File: src/rtl/alu_reg_datapath.sv
// alu_reg_datapath: small register file plus ALU, sequenced by a four-state
// controller (IDLE -> READ -> EXEC -> WRITE). One command is in flight at a
// time; results, flags and the register write all land when leaving WRITE.
module alu_reg_datapath #(
   parameter  int WIDTH = 8,
   parameter  int REGS  = 4,
   localparam int AW    = (REGS > 1) ? $clog2(REGS) : 1
) (
   input  logic             clk,
   input  logic             reset,
   input  logic             start,
   input  logic [2:0]       opcode,
   input  logic [AW-1:0]    rs1,
   input  logic [AW-1:0]    rs2,
   input  logic [AW-1:0]    rd,
   input  logic [WIDTH-1:0] imm,
   input  logic [AW-1:0]    dbg_addr,
   output logic [WIDTH-1:0] dbg_data,
   output logic [WIDTH-1:0] result,
   output logic             carry_flag,
   output logic             zero_flag,
   output logic             busy,
   output logic             done
);

   localparam logic [2:0] OP_ADD  = 3'b000;
   localparam logic [2:0] OP_SUB  = 3'b001;
   localparam logic [2:0] OP_AND  = 3'b010;
   localparam logic [2:0] OP_OR   = 3'b011;
   localparam logic [2:0] OP_XOR  = 3'b100;
   localparam logic [2:0] OP_NOT  = 3'b101;
   localparam logic [2:0] OP_SHL  = 3'b110;
   localparam logic [2:0] OP_LOAD = 3'b111;

   // Index space fully populated: every index is a real register.
   localparam bit FULL_MAP = (REGS == (1 << AW));

   typedef enum logic [1:0] {S_IDLE, S_READ, S_EXEC, S_WRITE} state_t;

   state_t           state_q, state_d;
   logic [2:0]       op_q;
   logic [AW-1:0]    rs1_q, rs2_q, rd_q;
   logic [WIDTH-1:0] imm_q;
   logic [WIDTH-1:0] a_q, b_q;
   logic [WIDTH:0]   alu_q, alu_d;
   logic [WIDTH-1:0] regs_q [REGS];
   logic [WIDTH-1:0] result_q;
   logic             carry_q, zero_q, done_q;

   function automatic logic in_range(input logic [AW-1:0] idx);
      return FULL_MAP || (32'(idx) < REGS);
   endfunction

   function automatic logic [WIDTH-1:0] reg_read(input logic [AW-1:0] idx);
      return in_range(idx) ? regs_q[idx] : '0;
   endfunction

   // Controller state register.
   // NOTE: sequential state is always assigned with <= so every flop samples pre-edge values.
   always_ff @(posedge clk or posedge reset) begin
      if (reset) state_q <= S_IDLE;
      else       state_q <= state_d;
   end

   // Next-state logic: fixed one-cycle-per-state walk, start only seen in IDLE.
   // NOTE: the default assignment first keeps this block free of inferred latches.
   always_comb begin
      state_d = state_q;
      unique case (state_q)
         S_IDLE:  if (start) state_d = S_READ;
         S_READ:  state_d = S_EXEC;
         S_EXEC:  state_d = S_WRITE;
         S_WRITE: state_d = S_IDLE;
         default: state_d = S_IDLE;
      endcase
   end

   // Command latch: fields are captured only when a command is accepted.
   always_ff @(posedge clk or posedge reset) begin
      if (reset) begin
         op_q  <= '0;
         rs1_q <= '0;
         rs2_q <= '0;
         rd_q  <= '0;
         imm_q <= '0;
      end else if (state_q == S_IDLE && start) begin
         op_q  <= opcode;
         rs1_q <= rs1;
         rs2_q <= rs2;
         rd_q  <= rd;
         imm_q <= imm;
      end
   end

   // Operand fetch in READ; sees the register file before this command writes.
   always_ff @(posedge clk or posedge reset) begin
      if (reset) begin
         a_q <= '0;
         b_q <= '0;
      end else if (state_q == S_READ) begin
         a_q <= reg_read(rs1_q);
         b_q <= reg_read(rs2_q);
      end
   end

   // ALU: WIDTH+1-bit result whose top bit is the carry/borrow candidate.
   always_comb begin
      alu_d = '0;
      unique case (op_q)
         OP_ADD:  alu_d = {1'b0, a_q} + {1'b0, b_q};
         OP_SUB:  alu_d = {1'b0, a_q} - {1'b0, b_q};
         OP_AND:  alu_d = {1'b0, a_q & b_q};
         OP_OR:   alu_d = {1'b0, a_q | b_q};
         OP_XOR:  alu_d = {1'b0, a_q ^ b_q};
         OP_NOT:  alu_d = {1'b0, ~a_q};
         OP_SHL:  alu_d = {a_q, 1'b0};
         OP_LOAD: alu_d = {1'b0, imm_q};
         default: alu_d = '0;
      endcase
   end

   // EXEC stage register for the ALU output.
   always_ff @(posedge clk or posedge reset) begin
      if (reset)                   alu_q <= '0;
      else if (state_q == S_EXEC)  alu_q <= alu_d;
   end

   // Register file write when leaving WRITE; out-of-range rd writes nothing.
   // NOTE: this storage is reset explicitly because all registers must read 0 after reset.
   always_ff @(posedge clk or posedge reset) begin
      if (reset) begin
         for (int i = 0; i < REGS; i++) regs_q[i] <= '0;
      end else if (state_q == S_WRITE && in_range(rd_q)) begin
         regs_q[rd_q] <= alu_q[WIDTH-1:0];
      end
   end

   // Writeback of result/flags and the single-cycle done pulse.
   always_ff @(posedge clk or posedge reset) begin
      if (reset) begin
         result_q <= '0;
         carry_q  <= 1'b0;
         zero_q   <= 1'b0;
         done_q   <= 1'b0;
      end else begin
         done_q <= (state_q == S_WRITE);
         if (state_q == S_WRITE) begin
            result_q <= alu_q[WIDTH-1:0];
            zero_q   <= (alu_q[WIDTH-1:0] == '0);
            if (op_q != OP_LOAD) carry_q <= alu_q[WIDTH];
         end
      end
   end

   // Combinational debug read port.
   always_comb begin
      dbg_data = reg_read(dbg_addr);
   end

   assign result     = result_q;
   assign carry_flag = carry_q;
   assign zero_flag  = zero_q;
   assign done       = done_q;
   assign busy       = (state_q != S_IDLE);

endmodule

File: config.mk
export PLATFORM = sky130hd
export DESIGN_NAME = alu_reg_datapath
export DESIGN_NICKNAME = d
export VERILOG_FILES = /design/src/rtl/alu_reg_datapath.sv
export SDC_FILE = /design/constraint.sdc
export NUM_CORES = 1
export LEC_CHECK = 0
export CAP_MARGIN = 20
export CORE_MARGIN = 2
export CORE_UTILIZATION = 40
export DETAILED_ROUTE_END_ITERATION = 10
export GPL_TIMING_DRIVEN = 0
export PLACE_DENSITY_LB_ADDON = 0.15
export SETUP_SLACK_MARGIN = 0.4
export SLEW_MARGIN = 20
export SYNTH_ARGS = -nofsm -noshare
export SYNTH_HDL_FRONTEND = slang
export SYNTH_SLANG_ARGS = --single-unit
File: constraint.sdc
create_clock -name clk -period 2.9 [get_ports clk]
set_input_delay 0.58 -clock clk [delete_from_list [all_inputs] [get_ports clk]]
set_output_delay 0.58 -clock clk [all_outputs]
set_load 0.005 [all_outputs]
After elaboration in Yosys (flattened, before gate mapping) --
Cells that the tools add are included.
Word-level totals: register bits after elaboration 87, input port bits 22, output and inout port bits 20, word-level logic and storage cells 66
Cells by class: add/sub/neg operators 2, $lt $le $gt $ge 5, eq/ne operators 12, muxes and demuxes 15, bitwise operators 8, reductions and logical operators 7
Operators by type and width (number):
- case mux 9 bit (8 select lines) | 1
- two-way mux 8 bit | 7
- binary-select mux 8 bit (select 2 bit) | 3
- bitwise mux 32 bit | 1
- demux 8 bit (select 2 bit) | 1
- equality test 3 bit, second input constant | 4
- >= comparator 3 bit, second input constant | 4
- inverter 2 -> 3 bit | 4
- adder 8 x 8 -> 9 bit | 1
- subtractor 8 x 8 -> 9 bit | 1
- AND 8 bit | 1
- logical NOT 8 bit | 1
- inverter 8 bit | 1
- bitwise OR 8 bit | 1
- case mux 2 bit (4 select lines) | 1
- XOR 8 bit | 1
- equality test 3 x 2 -> 1 bit, second input constant | 2
- equality test 2 bit, second input constant | 2
- equality test 3 x 1 -> 1 bit, second input constant | 1
- logical NOT 3 bit | 1
- less-than comparator 3 x 1 -> 1 bit, second input constant | 1
- inequality test 3 bit, second input constant | 1
- equality test 2 x 1 -> 1 bit, second input constant | 1
- logical AND 1 bit | 2
- other kinds (5) | 5

Depth between registers and ports, before layout --
depth in word-level cells 6, depth in mapped cells 10, gate-level depth less buffers 10

Worst setup path after synthesis --
Ideal clock, no wire load.
path type register to register, from register op_q[2], to register alu_q[7], setup time 120 ps, arrival time 2672 ps, data required time 2780 ps, slack 107 ps, stages on the path, launching flop included 11, buffers on the path 1, period minus slack after synthesis 2793 ps, path through dfrtp_1 > buf_2 > nor3b_2 > mux2_2 > inv_1 > ha_1 > nor2b_4 > o31a_1 > o311a_1 > or3_1 > a41o_1
Between the ends: cells in the longest elaborated chain, start to end 2, elaborated cells on any way between the ends 9, those cells by class eq/ne: 7; mux: 1; reduce/logical: 1
RTL lines:
- start: declaration | line 41 | logic [2:0] op_q;
- start signal: assignment | line 87 | op_q <= opcode;
- equality test 3 bit, or another cell as far along | line 109 | unique case (op_q)
- case mux 9 bit (8 select lines) * | line 109
- end signal: assignment | line 125 | else if (state_q == S_EXEC) alu_q <= alu_d;
- end: declaration | line 45 | logic [WIDTH:0] alu_q, alu_d;
Every way passes the cells marked *; elsewhere a longest branch is shown, timed or not. A chain may end at the register's enable or synchronous reset.

Final worst setup path --
Same ends and word-level chain as after synthesis.

==> flow_summary.toml <==
[floorplanning]
die_y_um = 117
core_area_um2 = 12500
io_pins = 42
initial_utilization = 0.406
die_area_um2 = 13600
rows = 41
die_w_um = 117

[clock_network]
cts_root_buffer = "clkbuf_16"
cts_made_buffers = 9
h-tree-depth = 3
holdBufCountCts = 0
cts_tree = "done"
clock_sinks = 87
cts_buffer_depth = 2
clk_latency_ps = 350
clk_pin_slew_ps = 70

[synthesis]
yosysUniqueCellTypes = 49
synth_top_area_share = 0.429
async_flop_share = 1.00
syn_inst = 435
synth_mux_area_frac = 0.248
yosysTopAreaCell = "dfrtp_1"
synth-compound-area-share = 0.108
synth_edf_count = 0
syn_avg_cell_area_um2 = 11.7
ys_seq_elements = 87
synth_top_flop_cell = "dfrtp_1"
synth_common_cells = "87 x dfrtp_1, 63 x mux2_2, 34 x o21ai_0, 31 x nand2_1, 30 x ha_1"
yosys.area_share.xor_xnor = 0.0138
netlist_area_um2 = 5080
synthesis.nets = 488
yosysWarnings = 0
yosys-top-cells-area = "dfrtp_1 43%, mux2_2 14%, mux4_2 11%, ha_1 7.4%, o21ai_0 3.4%"
synth.most_common_cell = "dfrtp_1"
synth-seq-area-share = 0.429
synthAdderAreaFrac = 0.0779
synthSimpleGateAreaFrac = 0.0870
synth_top_family_by_area = "multiplexers"

[global_route]
globalRouteTotalUtil = 0.201
grt_pass1_vias = 3846
antenna_found_initial = 0
grt_max_degree = 35
grt_pass1_wl_um = 20500
met1_usage = 0.269
top_usage_layer = "met2"
overflow = 0
met2_usage = 0.316
met3_usage = 0.0467

[sta]
slew_headroom = 0.458
hold_viol = 0
fmax_mhz = 357
finClkSkew_ps = 6.83
min_period_over_period = 0.965
slew_violations = 0
tns_ps = 0
rsz0062_at_grt = "true"
hold_ws_ps = 496
period_minus_slack_ps = 2800
max_slew.worst_pin.slew_ps = 813
setup_viol = 0

[cells_and_area]
nFillCells = 1171
multi_input_area_um2 = 2870
area_growth_syn_to_layout_pct = 24.3
layoutNonFillerInstCount = 678
nets = 554
layout-drive-gt1-share = 0.312
insertedDiodeCount = 0
seq_area_um2 = 2180
utilization = 0.504

[power]
pwr_density_cell_nw_per_um2 = 1400
p_leak_nw = 2.64
vdd_drop_max_mv = 0.616

[place]
hpwl_um = 9290
gp_congestion = 0.829
port_buffers = 39
place.detailed.instances = 648

[min_path]
hold_class = "reg -> reg"

[worst_setup_path]
criticalPathCategory = "reg -> reg"
crit_slowest_cell = "dfrtp_1"
critPathLaunchType = "flip-flop"
cp.arrival_ps = 3040
worstPathCellList = "buf_6, nor3b_4, buf_6, mux2_4, inv_2, ha_4, nor2b_4, o31a_1, o311a_1, or3_1, a41o_1"
cp_max_fo = 3
cp_common_cell = "buf_6"
slowest_delay_ps = 370
crit_required_ps = 3140
worst_setup_path_end_kind = "flip-flop"

[routing]
drtIter0Drc = 176
antenna_left = 0
dr.pass1.iters = 6
drc = 0
wl_per_cell_um = 18.7
routed_wl_um = 12700
viasPerCell = 5.48
vias = 3713

[outcome]
status = "completed"

[job]
max-cap-violations = 0
power breakdown:
part	switching, mW	internal (mW)	total, mW	leakage, nW
Sequential	0.612	1.83	2.44	1.04
Clock	0.510	0.678	1.19	0.152
Combinational	2.47	2.76	5.23	1.44
timing repair:
| action | in CTS | in global routing |
|---|---|---|
| buffers inserted | 12 | 2 |
| pin swaps | 14 | 9 |
| setup endpoints to repair | 6 | 13 |
| gates resized for setup | 21 | 14 |
cells by family (layout without fill, tap and decap cells):
group                    after synthesis  count (layout)
AO/OA/AOI/OAI                         87              87
XOR/XNOR                               8               8
adder cells (fa/ha/maj)               31              31
buffers and inverters                 46             117
flip-flops                            87              87
multiplexers                          88              88
AND/OR/NAND/NOR                       88              88
path summary, 6_finish.rpt:
check,startpoint,cells after the start,slack (ps),endpoint
setup reg to reg,op_q[2],11,100,alu_q[7]
hold / removal,imm_q[5],1,500,imm_q[5]
hold reg to reg,imm_q[5],1,500,imm_q[5]
min in group asynchronous,reset,2,640,regs_q[7]
max in group asynchronous,reset,3,1710,regs_q[28]
setup / recovery,op_q[2],11,100,alu_q[7]
worst max-delay path: cells and delay by family (launching register included):
kind            cells  cell delay [ps]
mux                 1              320
flops               1              370
buf+inv             3              340
compound gates      3              860
fa+ha+maj           1              180
simple gates        3              610
placed cells by master (no fill, tap or decap), types with 3 or more instances in the layout:
cell	instances
a21oi_1	12
a21oi_2	3
a221oi_1	4
a22o_1	3
a31oi_1	5
buf_2	8
buf_4	9
buf_6	6
clkbuf_1	11
clkbuf_16	9
clkdlybuf4s50_1	39
dfrtp_1	86
ha_1	28
inv_1	21
mux2_2	61
mux4_2	24
nand2_1	31
nand2b_1	7
nand3_1	5
nor2_1	19
nor2b_1	5
nor3_1	3
o211ai_1	3
o21a_1	3
o21ai_0	33
o22ai_1	3
or3_1	3
xnor2_1	4
through the flow:
stage	instance area [um^2]	total power, mW	setup slack (ps)
6_report	6310	8.86	101
3_3_place_gp	5700	6.65	-62.9
5_1_grt	6310	9.48	14.6
2_1_floorplan	5090	5.47	194
3_5_place_dp	5740	6.80	-86.0
4_1_cts	6220	8.54	137
per-layer routing:
metal,up-vias,wire length [um]
met3,19,634
met5,-,0
met4,0,299
met1,1843,5580
met2,115,6190
li1,1736,-
cell type report:
| cell class | instances | area share |
|---|---|---|
| Multi-Input combinational cell | 302 | 0.454 |
| Inverter | 23 | 0.0143 |
| Buffer | 23 | 0.0172 |
| Sequential cell | 87 | 0.345 |
| Timing Repair Buffer | 55 | 0.0878 |
| Tap cell | 172 | 0.0341 |
| Clock buffer | 9 | 0.0357 |
| Clock inverter | 7 | 0.0123 |
flip-flops by register name (all words and copies together), names as in the netlist:
| name | cells |
|---|---|
| zero_flag | 1 |
| done | 1 |
| op_q | 3 |
| b_q | 8 |
| carry_flag | 1 |
| imm_q | 8 |
| rs1_q | 2 |
| rd_q | 2 |
| result | 8 |
| a_q | 8 |
| rs2_q | 2 |
| state_q | 2 |
| alu_q | 9 |
| regs_q | 32 |
(Power assumes the default switching activity.)
